### config.mk
export PLATFORM = sky130hd
export DESIGN_NAME = march_bist_ctrl
export DESIGN_NICKNAME = d
export VERILOG_FILES = /design/src/rtl/march_pkg.sv /design/src/rtl/march_cmp_pipe.sv /design/src/rtl/march_bist_ctrl.sv
export SDC_FILE = /design/constraint.sdc
export NUM_CORES = 1
export LEC_CHECK = 0
export ABC_AREA = 1
export CAP_MARGIN = 15
export CELL_PAD_IN_SITES_DETAIL_PLACEMENT = 1
export CELL_PAD_IN_SITES_GLOBAL_PLACEMENT = 2
export CORE_ASPECT_RATIO = 1.1
export CORE_MARGIN = 5
export CORE_UTILIZATION = 35
export CTS_BUF_LIST = sky130_fd_sc_hd__clkbuf_8
export DETAILED_ROUTE_END_ITERATION = 7
export PLACE_DENSITY_LB_ADDON = 0.1
export SLEW_MARGIN = 20
export SYNTH_ARGS = -nofsm -noshare
export SYNTH_HDL_FRONTEND = slang
export SYNTH_HIERARCHICAL = 1
export SYNTH_SLANG_ARGS = --single-unit
export TNS_END_PERCENT = 30
### constraint.sdc
create_clock -name clk -period 5.6 [get_ports clk]
set_input_delay 1.12 -clock clk [delete_from_list [all_inputs] [get_ports clk]]
set_output_delay 1.12 -clock clk [all_outputs]
set_load 0.005 [all_outputs]
### src/rtl/march_pkg.sv
// March C- BIST shared definitions: FSM states, element codes, per-element op table.
// Latency: n/a (types and constants only).
// Backpressure: n/a.
package march_pkg;

  typedef enum logic [2:0] {
    IDLE  = 3'd0,
    SETUP = 3'd1,
    RUN   = 3'd2,
    DRAIN = 3'd3,
    DONE  = 3'd4
  } state_t;

  typedef enum logic [2:0] {
    M0 = 3'd0,
    M1 = 3'd1,
    M2 = 3'd2,
    M3 = 3'd3,
    M4 = 3'd4,
    M5 = 3'd5
  } elem_t;

  // One row of the March C- table. rd_val/wr_val select background 0 or ~0.
  typedef struct packed {
    logic up;
    logic has_rd;
    logic rd_val;
    logic has_wr;
    logic wr_val;
  } elem_op_t;

  localparam int DRAIN_CYCLES = 2;
  localparam int ERR_MAX      = 255;

  function automatic elem_op_t elem_op(input elem_t e);
    elem_op_t o;
    o = '0;
    case (e)
      M0: o = '{up: 1'b1, has_rd: 1'b0, rd_val: 1'b0, has_wr: 1'b1, wr_val: 1'b0};
      M1: o = '{up: 1'b1, has_rd: 1'b1, rd_val: 1'b0, has_wr: 1'b1, wr_val: 1'b1};
      M2: o = '{up: 1'b1, has_rd: 1'b1, rd_val: 1'b1, has_wr: 1'b1, wr_val: 1'b0};
      M3: o = '{up: 1'b0, has_rd: 1'b1, rd_val: 1'b0, has_wr: 1'b1, wr_val: 1'b1};
      M4: o = '{up: 1'b0, has_rd: 1'b1, rd_val: 1'b1, has_wr: 1'b1, wr_val: 1'b0};
      M5: o = '{up: 1'b1, has_rd: 1'b1, rd_val: 1'b0, has_wr: 1'b0, wr_val: 1'b0};
      default: o = '0;
    endcase
    return o;
  endfunction

endpackage

### src/rtl/march_cmp_pipe.sv
// Read-compare pipeline and error bookkeeping for the March BIST.
// Latency: read info delayed 2 cycles to meet rdata, compare result registered 1 edge later.
// Backpressure: none; one read may enter per cycle.
// Ports: rd_issue/exp/addr/elem describe the read on the bus this cycle, rdata is the
// memory output, clr starts a new run, fail/fail_addr/fail_elem/err_count are results.
module march_cmp_pipe
  import march_pkg::*;
#(
  parameter int DATA_WIDTH = 8,
  parameter int ADDR_WIDTH = 4
) (
  input  logic                  clk,
  input  logic                  rst,
  input  logic                  clr,
  input  logic                  rd_issue,
  input  logic [DATA_WIDTH-1:0] exp,
  input  logic [ADDR_WIDTH-1:0] addr,
  input  logic [2:0]            elem,
  input  logic [DATA_WIDTH-1:0] rdata,
  output logic                  fail,
  output logic [ADDR_WIDTH-1:0] fail_addr,
  output logic [2:0]            fail_elem,
  output logic [7:0]            err_count
);

  logic                  s1_vld, s2_vld;
  logic [DATA_WIDTH-1:0] s1_exp, s2_exp;
  logic [ADDR_WIDTH-1:0] s1_addr, s2_addr;
  logic [2:0]            s1_elem, s2_elem;
  logic                  mismatch;

  // Stage 2 lines up with the cycle in which the memory presents the read data.
  assign mismatch = s2_vld && (rdata != s2_exp);

  always_ff @(posedge clk) begin
    if (rst) begin
      s1_vld    <= 1'b0;
      s2_vld    <= 1'b0;
      s1_exp    <= '0;
      s2_exp    <= '0;
      s1_addr   <= '0;
      s2_addr   <= '0;
      s1_elem   <= '0;
      s2_elem   <= '0;
      fail      <= 1'b0;
      fail_addr <= '0;
      fail_elem <= '0;
      err_count <= '0;
    end else begin
      s1_vld  <= rd_issue;
      s1_exp  <= exp;
      s1_addr <= addr;
      s1_elem <= elem;
      s2_vld  <= s1_vld;
      s2_exp  <= s1_exp;
      s2_addr <= s1_addr;
      s2_elem <= s1_elem;
      if (clr) begin
        fail      <= 1'b0;
        fail_addr <= '0;
        fail_elem <= '0;
        err_count <= '0;
      end else if (mismatch) begin
        fail <= 1'b1;
        // Location is captured only for the first mismatch of the run.
        if (!fail) begin
          fail_addr <= s2_addr;
          fail_elem <= s2_elem;
        end
        if (err_count != 8'(ERR_MAX)) err_count <= err_count + 8'd1;
      end
    end
  end

endmodule

### src/rtl/march_bist_ctrl.sv
// March C- memory BIST controller: sequences six elements, one memory op per cycle.
// Latency: 6 + 10*(LAST_ADDR+1) + 2 busy cycles from start to done.
// Backpressure: none; start is ignored while busy.
// Ports: start requests a run; write_read/address/wdata drive the memory, rdata returns
// from it; busy/done report progress; fail/fail_addr/fail_elem/err_count report faults.
module march_bist_ctrl
  import march_pkg::*;
#(
  parameter int DATA_WIDTH = 8,
  parameter int ADDR_WIDTH = 4,
  parameter int LAST_ADDR  = 2**ADDR_WIDTH-1
) (
  input  logic                  clk,
  input  logic                  rst,
  input  logic                  start,
  output logic                  write_read,
  output logic [ADDR_WIDTH-1:0] address,
  output logic [DATA_WIDTH-1:0] wdata,
  input  logic [DATA_WIDTH-1:0] rdata,
  output logic                  busy,
  output logic                  done,
  output logic                  fail,
  output logic [ADDR_WIDTH-1:0] fail_addr,
  output logic [2:0]            fail_elem,
  output logic [7:0]            err_count
);

  localparam logic [ADDR_WIDTH-1:0] LAST  = ADDR_WIDTH'(LAST_ADDR);
  localparam logic [ADDR_WIDTH-1:0] A_ONE = ADDR_WIDTH'(1);

  state_t     state;
  elem_t      elem;
  elem_t      elem_nxt;
  elem_op_t   cur;
  elem_op_t   nxt;
  logic       phase;      // 1 = second op (write) of a two-op element
  logic [1:0] drain_cnt;
  logic       two_op;
  logic       accept;
  logic       rd_issue;
  logic [ADDR_WIDTH-1:0] end_addr;

  assign cur      = elem_op(elem);
  assign elem_nxt = elem_t'(3'(elem) + 3'd1);
  assign nxt      = elem_op(elem_nxt);
  assign two_op   = cur.has_rd && cur.has_wr;
  assign end_addr = cur.up ? LAST : '0;
  assign accept   = ((state == IDLE) || (state == DONE)) && start;
  assign rd_issue = (state == RUN) && !write_read;

  always_ff @(posedge clk) begin
    if (rst) begin
      state      <= IDLE;
      elem       <= M0;
      phase      <= 1'b0;
      drain_cnt  <= '0;
      write_read <= 1'b0;
      address    <= '0;
      wdata      <= '0;
      busy       <= 1'b0;
      done       <= 1'b0;
    end else begin
      case (state)
        IDLE, DONE: begin
          if (start) begin
            state      <= SETUP;
            elem       <= M0;
            phase      <= 1'b0;
            busy       <= 1'b1;
            done       <= 1'b0;
            write_read <= 1'b0;
            address    <= '0;
            wdata      <= {DATA_WIDTH{elem_op(M0).wr_val}};
          end
        end
        SETUP: begin
          // wdata was loaded on entry so the memory's wdata register is primed.
          state      <= RUN;
          phase      <= 1'b0;
          address    <= cur.up ? '0 : LAST;
          write_read <= !cur.has_rd;
        end
        RUN: begin
          if (two_op && !phase) begin
            phase      <= 1'b1;
            write_read <= 1'b1;
          end else if (address == end_addr) begin
            phase      <= 1'b0;
            write_read <= 1'b0;
            address    <= '0;
            if (elem == M5) begin
              state     <= DRAIN;
              drain_cnt <= '0;
            end else begin
              state <= SETUP;
              elem  <= elem_nxt;
              wdata <= {DATA_WIDTH{nxt.wr_val}};
            end
          end else begin
            phase      <= 1'b0;
            address    <= cur.up ? (address + A_ONE) : (address - A_ONE);
            write_read <= !cur.has_rd;
          end
        end
        DRAIN: begin
          // Lets the last reads of M5 reach the comparator before done rises.
          if (drain_cnt == 2'(DRAIN_CYCLES-1)) begin
            state     <= DONE;
            busy      <= 1'b0;
            done      <= 1'b1;
            drain_cnt <= '0;
          end else begin
            drain_cnt <= drain_cnt + 2'd1;
          end
        end
        default: state <= IDLE;
      endcase
    end
  end

  march_cmp_pipe #(
    .DATA_WIDTH(DATA_WIDTH),
    .ADDR_WIDTH(ADDR_WIDTH)
  ) u_cmp (
    .clk       (clk),
    .rst       (rst),
    .clr       (accept),
    .rd_issue  (rd_issue),
    .exp       ({DATA_WIDTH{cur.rd_val}}),
    .addr      (address),
    .elem      (3'(elem)),
    .rdata     (rdata),
    .fail      (fail),
    .fail_addr (fail_addr),
    .fail_elem (fail_elem),
    .err_count (err_count)
  );

endmodule
==> results_dict.tcl <==
set metrics [dict create \
    cts_tree "yes" \
    pin_count 42 \
    grt_pass1_wl_um 12000 \
    status "finished clean" \
    hold_buffers 0 \
    start_kind "input port" \
    hp-start "u_cmp/s1_elem[0]$_SDFF_PP0_" \
    die_h_um 110 \
    dp_hpwl_um 4970 \
    ys_seq_elements 65 \
    core-area_um2 8830 \
    synth-main-ff-cell "dfxtp_1" \
    tightest_slew_ns 0.773 \
    r2r-end "elem[1]$_SDFFE_PP0P_" \
    grt.overflow.total 0 \
    syn_area_per_cell_um2 7.11 \
    cts_setup_buffers 0 \
    cts-resized-gates 0 \
    place_area_um2 3620 \
    min_period_ns 2.87 \
    synth_edf_count 0 \
    max_cap_violations 0 \
    slew_violations 0 \
    wl_per_cell_um 11.0 \
    first_pass_iters 4 \
    clk_latency_ns 0.34 \
    drive_gt1_frac 0.109 \
    num_rows 36 \
    cts_buffers 9 \
    start_util 0.359 \
    crit_required_ns 5.86 \
    fin_crit_sh 0.513 \
    r2r_start "elem[0]$_SDFFE_PP0P_" \
    cts_buffer_depth 2 \
    async_flop_share 0 \
    cts_root_buf "clkbuf_8" \
    synth.cell_area_um2 3170 \
    place_congestion 0.800 \
    path_max_fanout 22 \
    fin_ws_ns 2.73 \
    fin_cells 600 \
    p_leak_nw 1.66 \
    dieArea_um2 11000 \
    setup_viol 0 \
    grt_max_degree 23 \
    synth_top_cell_by_area "dfxtp_1" \
    antenna_found_initial 0 \
    final_nets 501 \
    max_freq_mhz 348 \
    ys_seq_area_frac 0.411 \
    cp.arrival_ns 3.13 \
    hold_path_end "u_cmp/s2_elem[0]$_SDFF_PP0_" \
    numPortBuffers 41 \
    power_density_nw_per_um2 383 \
    hp-class "register to register" \
    h-tree-depth 3 \
    grt_pass1_vias 2618 \
    netlist.area_leader.share 0.411 \
    diodes 0 \
    synthToLayoutAreaGrowth_pct 19.6 \
    num_vias 2605 \
    design_area_um2 3790 \
    min_path_cells 2 \
    vias_per_cell 4.34 \
    wirelength_um 6600 \
    fin_util 0.429 \
    first_iter_violations 39 \
    grt_usage 0.134 \
    dieWidth_um 101 \
    post-route-drc-count 0 \
    grt_setup_unrepaired "no" \
    syn_inst 445 \
    end_kind "register" \
    r2r_setup_slack_ns 3.24 \
    place_ws_ns 2.31 \
    holdWs_ns 0.401 \
    path_class "input port to register" \
    power_mw 1.45 \
    ir_drop_uv 247 \
    synth_cell_types 39 \
    final.setup.tns_ns 0 \
    synth.area.top_cells "dfxtp_1, inv_1, nand2_1" \
    dp_cells 584 \
    clock_skew_ns 0.0169 \
    postRouteAntennaNets 0 \
    cts.sinks 65 \
    clkTransAtPathRegs_ns 0.07 \
    timing.slew.headroom 0.483 \
    synth_nets 465 \
    hold_violations 0 \
    ys_warn_count 6 \
    rr_worst_depth 11 \
]
[cell families (layout without fill, tap and decap cells)]
logic type	Yosys count	after routing	synth area share
DFF	65	65	0.411
xor gates and xnor gates	9	9	0.0249
buffers and inverters	125	166	0.164
adders and majority gates	9	9	0.0379
and+or+nand+nor	210	210	0.313
AOI/OAI and AO/OA	27	27	0.0490
[cell type report]
type / count / area, µm²
fill: 1154 / 5040
multi-input combinational: 255 / 1350
sequential: 65 / 1300
timing repair buffer: 42 / 418
inverter: 108 / 410
tap: 114 / 143
clock buffer: 9 / 124
clock inverter: 7 / 45.0
[how the worst max path moves through the flow]
| stage | cells past startpoint | from | end |
|---|---|---|---|
| after floorplan | 9 | rdata[0] | u_cmp/err_count[5]$_SDFFE_PP0P_ |
| after global placement | 5 | rst | u_cmp/err_count[6]$_SDFFE_PP0P_ |
| after detailed placement | 5 | rst | u_cmp/err_count[6]$_SDFFE_PP0P_ |
| after CTS | 5 | rst | u_cmp/err_count[6]$_SDFFE_PP0P_ |
| after global routing | 5 | rst | u_cmp/err_count[0]$_SDFFE_PP0P_ |
| final | 5 | rst | u_cmp/err_count[6]$_SDFFE_PP0P_ |
[cell usage after synthesis (all sizes together), types with 2 or more instances]
cell	instances
a21oi	13
nand2	96
inv	100
nand3	18
ha	8
o211ai	2
xnor2	7
dfxtp	65
nand4	18
clkbuf	6
nor2	71
xor2	2
buf	11
o21ai	9
clkinv	8
nor3	5
a21boi	2
[critical path: stages]
cell             delay [ns]
clkdlybuf4s50_1        0.81
buf_4                  0.41
nor2_2                 0.52
nand2_1                0.14
a21oi_2                0.12
[state kept, by name (all words and copies together) (netlist names), 2 cells and up]
signal	cells
u_cmp/err_count	8
u_cmp/s1_exp	8
u_cmp/s2_exp	8
address	4
u_cmp/fail_addr	4
u_cmp/s1_addr	4
u_cmp/s2_addr	4
elem	3
state	3
u_cmp/fail_elem	3
u_cmp/s1_elem	3
u_cmp/s2_elem	3
drain_cnt	2
[placed cells by master, fill, tap and decap left out, types with 7 or more instances in the layout]
cell type	instances
ha_1	8
nand3_1	16
inv_1	90
a21oi_1	12
xnor2_1	7
dfxtp_1	65
nand2_1	87
inv_2	10
clkinv_1	7
clkdlybuf4s50_1	41
clkbuf_8	9
nor2_1	65
nand4_1	16
[layer usage]
metal | GRT usage | vias up | wire, µm
li1 | - | 1394 | -
met1 | 0.163 | 1174 | 3050
met2 | 0.231 | 30 | 3230
met3 | 0.0317 | 7 | 228
met4 | 0.0491 | 0 | 94
met5 | 0 | - | 0
[report_power, final]
| group | internal, mW | switching, mW | total, mW |
|---|---|---|---|
| clock network | 0.160 | 0.187 | 0.347 |
| registers | 0.532 | 0.0607 | 0.593 |
| logic | 0.206 | 0.303 | 0.509 |
No activity file was read; power rests on OpenSTA's default activity.
